File: src/rtl/csi2_packet_tx_if.sv
// Request, payload and lane-side signals of the 2-lane CSI-2 packet transmitter.
// master = packet/payload source side, slave = the transmitter itself.
interface csi2_packet_tx_if;
  logic        pkt_valid;
  logic        pkt_ready;
  logic [1:0]  pkt_vc;
  logic [5:0]  pkt_dt;
  logic [15:0] pkt_wc;
  logic [15:0] pay_data;
  logic        pay_valid;
  logic        pay_ready;
  logic [15:0] hs_data;
  logic        hs_en;
  logic        lp_p;
  logic        lp_n;
  logic        busy;
  logic        err_odd_wc;
  logic        err_underrun;
  logic [3:0]  fsm_state;

  modport master (
    output pkt_valid, pkt_vc, pkt_dt, pkt_wc, pay_data, pay_valid,
    input  pkt_ready, pay_ready, hs_data, hs_en, lp_p, lp_n, busy,
           err_odd_wc, err_underrun, fsm_state
  );

  modport slave (
    input  pkt_valid, pkt_vc, pkt_dt, pkt_wc, pay_data, pay_valid,
    output pkt_ready, pay_ready, hs_data, hs_en, lp_p, lp_n, busy,
           err_odd_wc, err_underrun, fsm_state
  );
endinterface

File: src/rtl/csi2_packet_tx.sv
// 2-lane MIPI CSI-2 transmit packet engine: LP SoT, sync, header+ECC, payload, CRC, trail.
// Build option: define CSI2_TX_CRC_EN to compute the payload CRC16; otherwise the CRC field is 0x0000.
module csi2_packet_tx #(
  parameter int TLPX      = 2,
  parameter int THS_ZERO  = 4,
  parameter int THS_TRAIL = 3
) (
  input logic             sys_clk,
  input logic             reset,
  csi2_packet_tx_if.slave bus
);
  typedef enum logic [3:0] {
    IDLE, LP01, LP00, HSZERO, SYNC, HDR0, HDR1, PAY, CRC, TRAIL
  } state_t;

  state_t      state;
  logic [14:0] cnt;
  logic [1:0]  vc;
  logic [5:0]  dt;
  logic [15:0] wc;
  logic [15:0] hs_q;
  logic        hs_en_q;
  logic        lp_p_q;
  logic        lp_n_q;
  logic        pkt_ready_q;
  logic        pay_ready_q;
  logic        busy_q;
  logic        odd_q;
  logic        under_q;
  logic        is_long;
  logic [15:0] pay_word;
  logic [15:0] crc_val;

  // Handshakes: a request moves on a rising edge with pkt_valid && pkt_ready both high.
  // A payload word moves on every rising edge where pay_ready is high; pay_ready leads
  // the PAY slot by one cycle, so the word taken on that edge is on hs_data for the next
  // cycle. pay_valid low on such an edge sends 0x0000 instead (HS cannot stall).
  assign is_long  = (dt >= 6'h10);
  assign pay_word = bus.pay_valid ? bus.pay_data : 16'h0000;

  function automatic logic [5:0] ecc6(input logic [23:0] d);
    logic [5:0] p;
    p[0] = d[0]^d[1]^d[2]^d[4]^d[5]^d[7]^d[10]^d[11]^d[13]^d[16]^d[20]^d[21]^d[22]^d[23];
    p[1] = d[0]^d[1]^d[3]^d[4]^d[6]^d[8]^d[10]^d[12]^d[14]^d[17]^d[20]^d[21]^d[22]^d[23];
    p[2] = d[0]^d[2]^d[3]^d[5]^d[6]^d[9]^d[11]^d[12]^d[15]^d[18]^d[20]^d[21]^d[22];
    p[3] = d[1]^d[2]^d[3]^d[7]^d[8]^d[9]^d[13]^d[14]^d[15]^d[19]^d[20]^d[21]^d[23];
    p[4] = d[4]^d[5]^d[6]^d[7]^d[8]^d[9]^d[16]^d[17]^d[18]^d[19]^d[20]^d[22]^d[23];
    p[5] = d[10]^d[11]^d[12]^d[13]^d[14]^d[15]^d[16]^d[17]^d[18]^d[19]^d[21]^d[22]^d[23];
    return p;
  endfunction

  // Each lane trails with the inverse of bit 7 of the last byte it sent.
  function automatic logic [15:0] trail_word(input logic [15:0] w);
    return {{8{~w[15]}}, {8{~w[7]}}};
  endfunction

`ifdef CSI2_TX_CRC_EN
  logic [15:0] crc;

  function automatic logic [15:0] crc16_word(input logic [15:0] c, input logic [15:0] w);
    logic [15:0] r;
    r = c;
    for (int i = 0; i < 16; i++) r = (r[0] ^ w[i]) ? ((r >> 1) ^ 16'h8408) : (r >> 1);
    return r;
  endfunction

  always_ff @(posedge sys_clk) begin
    if (reset || state == HDR0) crc <= 16'hFFFF;
    else if (pay_ready_q)       crc <= crc16_word(crc, pay_word);
  end

  assign crc_val = crc;
`else
  assign crc_val = 16'h0000;
`endif

  always_ff @(posedge sys_clk) begin
    if (reset) begin
      state       <= IDLE;
      cnt         <= '0;
      vc          <= '0;
      dt          <= '0;
      wc          <= '0;
      hs_q        <= '0;
      hs_en_q     <= 1'b0;
      lp_p_q      <= 1'b1;
      lp_n_q      <= 1'b1;
      pkt_ready_q <= 1'b0;
      pay_ready_q <= 1'b0;
      busy_q      <= 1'b0;
      odd_q       <= 1'b0;
      under_q     <= 1'b0;
    end else begin
      odd_q <= 1'b0;
      if (pay_ready_q && !bus.pay_valid) under_q <= 1'b1;
      case (state)
        IDLE: begin
          pkt_ready_q <= 1'b1;
          if (bus.pkt_valid && pkt_ready_q) begin
            if (bus.pkt_dt >= 6'h10 && bus.pkt_wc[0]) begin
              odd_q <= 1'b1;
            end else begin
              vc          <= bus.pkt_vc;
              dt          <= bus.pkt_dt;
              wc          <= bus.pkt_wc;
              pkt_ready_q <= 1'b0;
              busy_q      <= 1'b1;
              lp_p_q      <= 1'b0;
              cnt         <= 15'(TLPX - 1);
              state       <= LP01;
            end
          end
        end
        LP01: if (cnt == '0) begin
          lp_n_q <= 1'b0;
          cnt    <= 15'(TLPX - 1);
          state  <= LP00;
        end else cnt <= cnt - 15'd1;
        LP00: if (cnt == '0) begin
          hs_en_q <= 1'b1;
          hs_q    <= 16'h0000;
          cnt     <= 15'(THS_ZERO - 1);
          state   <= HSZERO;
        end else cnt <= cnt - 15'd1;
        HSZERO: if (cnt == '0) begin
          hs_q  <= 16'hB8B8;
          state <= SYNC;
        end else cnt <= cnt - 15'd1;
        SYNC: begin
          hs_q  <= {wc[7:0], vc, dt};
          state <= HDR0;
        end
        HDR0: begin
          hs_q        <= {2'b00, ecc6({wc, vc, dt}), wc[15:8]};
          cnt         <= wc[15:1] - 15'd1;
          pay_ready_q <= is_long && (wc != 16'h0000);
          state       <= HDR1;
        end
        HDR1: if (!is_long) begin
          hs_q  <= trail_word(hs_q);
          cnt   <= 15'(THS_TRAIL - 1);
          state <= TRAIL;
        end else if (wc == 16'h0000) begin
          hs_q  <= crc_val;
          state <= CRC;
        end else begin
          hs_q        <= pay_word;
          pay_ready_q <= (cnt != '0);
          state       <= PAY;
        end
        // cnt holds the number of words still to be fetched after the one on the lanes.
        PAY: if (cnt != '0) begin
          hs_q        <= pay_word;
          cnt         <= cnt - 15'd1;
          pay_ready_q <= (cnt != 15'd1);
        end else begin
          hs_q  <= crc_val;
          state <= CRC;
        end
        CRC: begin
          hs_q  <= trail_word(hs_q);
          cnt   <= 15'(THS_TRAIL - 1);
          state <= TRAIL;
        end
        TRAIL: if (cnt == '0) begin
          hs_en_q     <= 1'b0;
          hs_q        <= 16'h0000;
          lp_p_q      <= 1'b1;
          lp_n_q      <= 1'b1;
          busy_q      <= 1'b0;
          pkt_ready_q <= 1'b1;
          state       <= IDLE;
        end else cnt <= cnt - 15'd1;
        default: state <= IDLE;
      endcase
    end
  end

  assign bus.pkt_ready    = pkt_ready_q;
  assign bus.pay_ready    = pay_ready_q;
  assign bus.hs_data      = hs_q;
  assign bus.hs_en        = hs_en_q;
  assign bus.lp_p         = lp_p_q;
  assign bus.lp_n         = lp_n_q;
  assign bus.busy         = busy_q;
  assign bus.err_odd_wc   = odd_q;
  assign bus.err_underrun = under_q;
  assign bus.fsm_state    = state;
endmodule

File: src/flat_wrapper.sv
// flat-port wrapper written by rule: the top's interface ports become plain ports
module csi2_packet_tx_flat 
#(
  parameter int TLPX      = 2,
  parameter int THS_ZERO  = 4,
  parameter int THS_TRAIL = 3
)
  (sys_clk, reset, bus_pkt_valid, bus_pkt_vc, bus_pkt_dt, bus_pkt_wc, bus_pay_data, bus_pay_valid, bus_pkt_ready, bus_pay_ready, bus_hs_data, bus_hs_en, bus_lp_p, bus_lp_n, bus_busy, bus_err_odd_wc, bus_err_underrun, bus_fsm_state);
  csi2_packet_tx_if bus_i ();
  input logic sys_clk;
  input logic reset;
  input wire logic [$bits(bus_i.pkt_valid)-1:0] bus_pkt_valid;
  input wire logic [$bits(bus_i.pkt_vc)-1:0] bus_pkt_vc;
  input wire logic [$bits(bus_i.pkt_dt)-1:0] bus_pkt_dt;
  input wire logic [$bits(bus_i.pkt_wc)-1:0] bus_pkt_wc;
  input wire logic [$bits(bus_i.pay_data)-1:0] bus_pay_data;
  input wire logic [$bits(bus_i.pay_valid)-1:0] bus_pay_valid;
  output wire logic [$bits(bus_i.pkt_ready)-1:0] bus_pkt_ready;
  output wire logic [$bits(bus_i.pay_ready)-1:0] bus_pay_ready;
  output wire logic [$bits(bus_i.hs_data)-1:0] bus_hs_data;
  output wire logic [$bits(bus_i.hs_en)-1:0] bus_hs_en;
  output wire logic [$bits(bus_i.lp_p)-1:0] bus_lp_p;
  output wire logic [$bits(bus_i.lp_n)-1:0] bus_lp_n;
  output wire logic [$bits(bus_i.busy)-1:0] bus_busy;
  output wire logic [$bits(bus_i.err_odd_wc)-1:0] bus_err_odd_wc;
  output wire logic [$bits(bus_i.err_underrun)-1:0] bus_err_underrun;
  output wire logic [$bits(bus_i.fsm_state)-1:0] bus_fsm_state;
  assign bus_i.pkt_valid = bus_pkt_valid;
  assign bus_i.pkt_vc = bus_pkt_vc;
  assign bus_i.pkt_dt = bus_pkt_dt;
  assign bus_i.pkt_wc = bus_pkt_wc;
  assign bus_i.pay_data = bus_pay_data;
  assign bus_i.pay_valid = bus_pay_valid;
  assign bus_pkt_ready = bus_i.pkt_ready;
  assign bus_pay_ready = bus_i.pay_ready;
  assign bus_hs_data = bus_i.hs_data;
  assign bus_hs_en = bus_i.hs_en;
  assign bus_lp_p = bus_i.lp_p;
  assign bus_lp_n = bus_i.lp_n;
  assign bus_busy = bus_i.busy;
  assign bus_err_odd_wc = bus_i.err_odd_wc;
  assign bus_err_underrun = bus_i.err_underrun;
  assign bus_fsm_state = bus_i.fsm_state;
  csi2_packet_tx #(.TLPX(TLPX), .THS_ZERO(THS_ZERO), .THS_TRAIL(THS_TRAIL)) u_core (.sys_clk(sys_clk), .reset(reset), .bus(bus_i));
endmodule
File: config.mk
export PLATFORM = sky130hd
export DESIGN_NAME = csi2_packet_tx_flat
export DESIGN_NICKNAME = d
export VERILOG_FILES = /design/src/rtl/csi2_packet_tx_if.sv /design/src/rtl/csi2_packet_tx.sv /design/src/flat_wrapper.sv
export SDC_FILE = /design/constraint.sdc
export NUM_CORES = 1
export LEC_CHECK = 0
export CAP_MARGIN = 10
export CORE_ASPECT_RATIO = 1.4
export CORE_MARGIN = 1
export CORE_UTILIZATION = 40
export CTS_BUF_LIST = sky130_fd_sc_hd__clkbuf_2
export DETAILED_ROUTE_END_ITERATION = 8
export SKIP_LAST_GASP = 1
export SYNTH_ARGS = -nofsm -noshare
export SYNTH_HDL_FRONTEND = slang
export SYNTH_SLANG_ARGS = --single-unit
export TNS_END_PERCENT = 20
File: constraint.sdc
create_clock -name sys_clk -period 2.7 [get_ports sys_clk]
set_clock_uncertainty 0.2 [all_clocks]
set_input_delay 0.405 -clock sys_clk [delete_from_list [all_inputs] [get_ports sys_clk]]
set_output_delay 0.405 -clock sys_clk [all_outputs]
set_load 0.05 [all_outputs]
==> out/results.ini <==
[timing]
maxSlewViolCount=0
hold_ws_ns=0.121
relSlewSlack=0.360
tns_ns=0
fin_crit_ns=2.56
hold_viol=0
period_share=0.948
max_freq_ghz=0.391
setup_viol=0
rsz0062_at_grt=no
worstMarginPinSlew_ns=0.952

[place]
routabilityCongestion=0.937
port_buffers=71
dpl_cell_area_um2=5270
hpwl_mm=10.4

[clock_tree]
clk_pin_slew_worst_paths_ns=0.20
cts_sinks=67
clk_path_buf_depth=2
htree_levels=3
hold_buffers=0
cts_setup_buffers=0
clk_latency_ns=0.55
cts_tree=done
clock-root-buffer=clkbuf_2
cts_buffers=9

[route]
wl_per_cell_um=16.9
drt_pass1_iterations=5
ant_nets=0
vias=4469
wl_mm=13.5
drc_errors=0
drt_first_iter_violations=307
via_per_inst=5.57

[hold_path]
hold_start=reset
hold_depth=4
hold-path-endpoint=u_core.cnt[14]
hp-class=in -> reg

[layout]
area.growth.synth_to_final_pct=25.3
nets=709
fin_area_um2=5350
drive_above_1_share=0.104
n_antenna_cell=0
nFillCells=1025

[critical_path]
critPathLaunchType=flip-flop
critPathRequiredTime_ns=2.10
r2r_cells=8
worstReg2RegStart=u_core.cnt[0]
reg2reg_slack_ns=0.25
cp_slowest_cell=clkdlybuf4s50_1
critPathBufInv=2
path_class=reg -> out
critical-path-top-delay-family=buffers and inverters
path_cells=buf_4 > clkdlybuf4s50_1
slowest_delay_ns=0.84
r2r-end=u_core.bus.hs_data[10]
worstPathArrival_ns=1.95
cp_max_fo=17
cp.depth=2
cp-end-kind=primary output

[power]
swShare=0.459
seq_power_share=0.306
ir_worst_vdd_mv=0.266
power_frac_clock=0.125
p_sw_uw=1840
power.density_nw_per_um2=748
total_power_uw=4000
p_int_uw=2170
leakagePower_uw=0.00198
combPwrFrac=0.569

[grt]
grt_pass1_wl_mm=21.8
grt_pass1_vias=4368
antenna_found_initial=0
overflow=0
grt.total_usage=0.257
grt_max_degree=44

[yosys]
ys.flop_type=dfxtp_1
yosysSeqAreaShare=0.314
synth-edff-count=0
synth_top_area_share=0.314
synthCells=576
synth_seq_cells=67
avgSynthCellArea_um2=7.42
synth_warnings=0
synthTopCellsByArea=dfxtp_1, nand2_1, xnor2_1
ys_types=63
synth.largest_area_cell=dfxtp_1
yosysMostFrequentCell=nand2_1
ys_async_sr_fraction=0
syn_area_um2=4270
synthTopCellsByCount=nand2_1, dfxtp_1, a21oi_1, xnor2_1, nor2_1
synthesis.nets=626

[status]
outcome=completed

[job]
cap_violations=0

[die]
die_area_um2=11100
start_util=0.411
io_pins=72
die_h_um=124
core_area_um2=10400
rows=44
die_w_um=89.4

==> final cells by class <==
type	instances	area [um2]	share of cell area
sequential	67	1340	0.251
tap	138	173	0.0323
clock inverter	4	17.5	0.00327
multi-input combinational	449	2650	0.495
timing repair buffer	115	1050	0.196
inverter	17	63.8	0.0119
clock buffer	12	60.1	0.0112
==> worst reg2reg max path, stage by stage, from the launching register on <==
cell and delay, ns:
dfxtp_1 0.38, inv_1 0.09, ha_1 0.21, nor3b_1 0.28, and4_4 0.38, or2_1 0.20, o21ai_2 0.11, and3_4 0.20
a211o_1 0.29
==> worst max path at each step <==
stage,startpoint,to,slack [ns]
after floorplan,u_core.bus.fsm_state[3],u_core.bus.hs_data[14],0.33
after CTS,u_core.cnt[0],u_core.bus.hs_data[10],0.09
final,u_core.bus.fsm_state[2],bus_fsm_state[2],0.14
after detailed placement,u_core.cnt[0],u_core.bus.hs_data[8],0.14
after global routing,u_core.cnt[1],u_core.bus.fsm_state[2],0.01
after global placement,bus_pkt_dt[4],u_core.cnt[6],0.19
==> routing by layer <==
layer  GRT usage  vias to the layer above  routed length, um
li1            -                     2187                  -
met1       0.311                     2104               5430
met2       0.434                      142               6850
met3      0.0311                       36                669
met4       0.134                        0                570
met5           0                        -                  0
==> state kept, by name, indices dropped and copies added, names as in the netlist <==
| signal | cells |
|---|---|
| u_core.cnt | 15 |
| u_core.bus.hs_en | 1 |
| u_core.bus.pkt_ready | 1 |
| u_core.bus.err_underrun | 1 |
| u_core.bus.hs_data | 16 |
| u_core.bus.lp_p | 1 |
| u_core.bus.fsm_state | 4 |
| u_core.bus.err_odd_wc | 1 |
| u_core.bus.busy | 1 |
| u_core.bus.pay_ready | 1 |
| u_core.wc | 16 |
| u_core.dt | 6 |
| u_core.bus.lp_n | 1 |
| u_core.vc | 2 |
==> stage by stage <==
stage	std cells	worst slack [ns]	utilization
6_report	802	0.140	0.514
4_1_cts	802	0.0944	0.514
5_1_grt	802	0.0142	0.514
3_5_place_dp	786	0.136	0.507
2_1_floorplan	576	0.328	-
3_3_place_gp	786	0.187	0.507
==> what timing repair did <==
item / CTS / global route
resized for setup: 1 / 2
pin swaps: 0 / 0
setup endpoints to repair: 1 / 28
==> power groups by stage <==
stage | Combinational, uW | Clock [uW] | Sequential, uW
after CTS | 2250 | 512 | 1230
after detailed placement | 2240 | 0 | 1250
after floorplan | 1410 | 0 | 1420
final | 2280 | 500 | 1230
after global routing | 2470 | 555 | 1240
after global placement | 2230 | 0 | 1240
==> placed cells by master, fill, tap and decap left out, types with 4 or more instances in the layout <==
cell	instances
a211oi_1	5
a22oi_1	9
nor2b_1	5
buf_4	43
o21ai_0	25
or3_1	4
nor2_1	37
a21o_1	4
nor3_1	20
dfxtp_1	67
a41oi_1	5
nor4_1	5
o21ai_1	7
o211ai_1	8
o22ai_1	7
xnor2_1	43
a21oi_1	48
clkbuf_2	12
nand3_1	19
ha_1	6
a31oi_1	14
xor2_1	15
inv_1	17
nand2_1	107
clkdlybuf4s50_1	69
nand2b_1	5
==> cells by family (layout without fill, tap and decap cells) <==
group,Yosys count,after routing,share of synthesized area
simple gates,225,225,0.245
compound gates,160,160,0.238
flops,67,67,0.314
buf+inv,60,148,0.0665
xor+xnor,58,58,0.119
fa+ha+maj,6,6,0.0176
Note: power is estimated with default switching activity, not from simulation.
==> variant: new RTL, same flow settings <==
Build with the macro `CSI2_TX_CRC_EN` defined.
--- a/src/rtl/csi2_packet_tx.sv
+++ b/src/rtl/csi2_packet_tx.sv
@@ -1,4 +1,6 @@
 // 2-lane MIPI CSI-2 transmit packet engine: LP SoT, sync, header+ECC, payload, CRC, trail.
 // Build option: define CSI2_TX_CRC_EN to compute the payload CRC16; otherwise the CRC field is 0x0000.
+`define CSI2_TX_CRC_EN
+
 module csi2_packet_tx #(
   parameter int TLPX      = 2,
Check against the original RTL: no difference found for any inputs over 4 cycles, from zero or initial values and one cycle with reset high; that may be too few to reach the edited logic, so the function may still have changed.
==> variant against the original RTL <==
  * The flow now finishes with violations (setup timing)
  * Wire length rose by 56%
  * Setup slack got worse by 0.14 ns
  * Core utilization rose by 1.2 points
  * Area after synthesis rose by 45%
  * Sequential cell count rose by 16
  * Power fell by 9.1%
  * Global-route usage rose by 0.24 points
  * Design area rose by 48%
  * Largest power group unchanged
  * Highest routed layer unchanged
==> variant: results (changes against the original RTL) <==
rr_endpoint: "u_core.bus.hs_data[13]"
fin_ws_ns: -0.000327  # -0.141 ns
ys_seq_area_share_pct: 26.8  # -4.5 points
drive_gt1_share_pct: 17.7  # +7.3 points
nets: 977  # +38%
hpwl_mm: 15.9  # +52%
ir_worst_vdd_v: 0.000217  # -18%
grt_use_met2_pct: 47.6  # +4.2 points
wl_per_cell_um: 18.7  # +11%
nMultiInputCombCells: 643  # +43%
slew_headroom_pct: 55.6  # +20 points
ys_top_cells_by_count: "nand2_1, a21oi_1, dfxtp_1"
min_to: "u_core.wc[13]"
pg_comb_uw: 1700  # -25%
violations: "setup timing"
critPathCaptureType: "flop"
place.gp.congestion: 0.926  # -1.1%
p_int_uw: 2190  # +1.3%
place_ws_ns: -0.136  # -0.272 ns
total_leakage_power_uw: 0.00317  # +60%
synth_compound_area_share_pct: 21.9  # -1.9 points
setup_viol: 1  # +1
outcome: "finished, violations left"
clock_latency_ns: 0.57  # +0.02 ns
rr_worst_depth: 9  # +1
drt_first_pass_iters: 6  # +1
inverters: 10  # -7
grt_pass1_vias: 6202  # +42%
cp_max_fo: 4  # -13
tns_ns: -0.000327  # -0.000327 ns
arrival_ns: 2.98  # +1.03 ns
clockBufferCount: 9  # -3
grtUsageTotal_pct: 26.0  # +0.24 points
multi_input_comb_area_um2: 4290  # +62%
synth.area.top_cells: "dfxtp_1, xnor2_1, a21oi_1"
yosys-mux-area-fraction_pct: 0.829  # +0.83 points
[variant: repair_timing]
action / 4_1_cts / 5_1_grt
buffers inserted: 2 / 6
resized for setup: 11 / 25
hold endpoints to repair: 7 / 0
hold buffers: 1 / 0
endpoints found under the setup margin: 20 / 25
cloned: 2 / 2
pin swaps: 6 / 14
[variant: metrics by stage]
stage                     cells  total power (uW)  hold slack, ns  cell area (um2)  util (%)
after floorplan             805              2400           0.255             6190         -
after global placement     1095              2890           0.247             7580      50.4
after detailed placement   1095              2920           0.244             7580      50.4
after CTS                  1116              3570          0.0958             7770      51.6
after global routing       1125              3820          0.0815             7930      52.6
final                      1125              3640           0.132             7930      52.6
[variant: critical path, stage by stage (launching register included)]
cell      delay, ns
dfxtp_2        0.38
inv_2          0.08
ha_4           0.13
or3b_4         0.38
or4_4          0.53
buf_6          0.16
o21ai_4        0.17
o211ai_1       0.16
a211oi_2       0.33
nor3_1         0.08
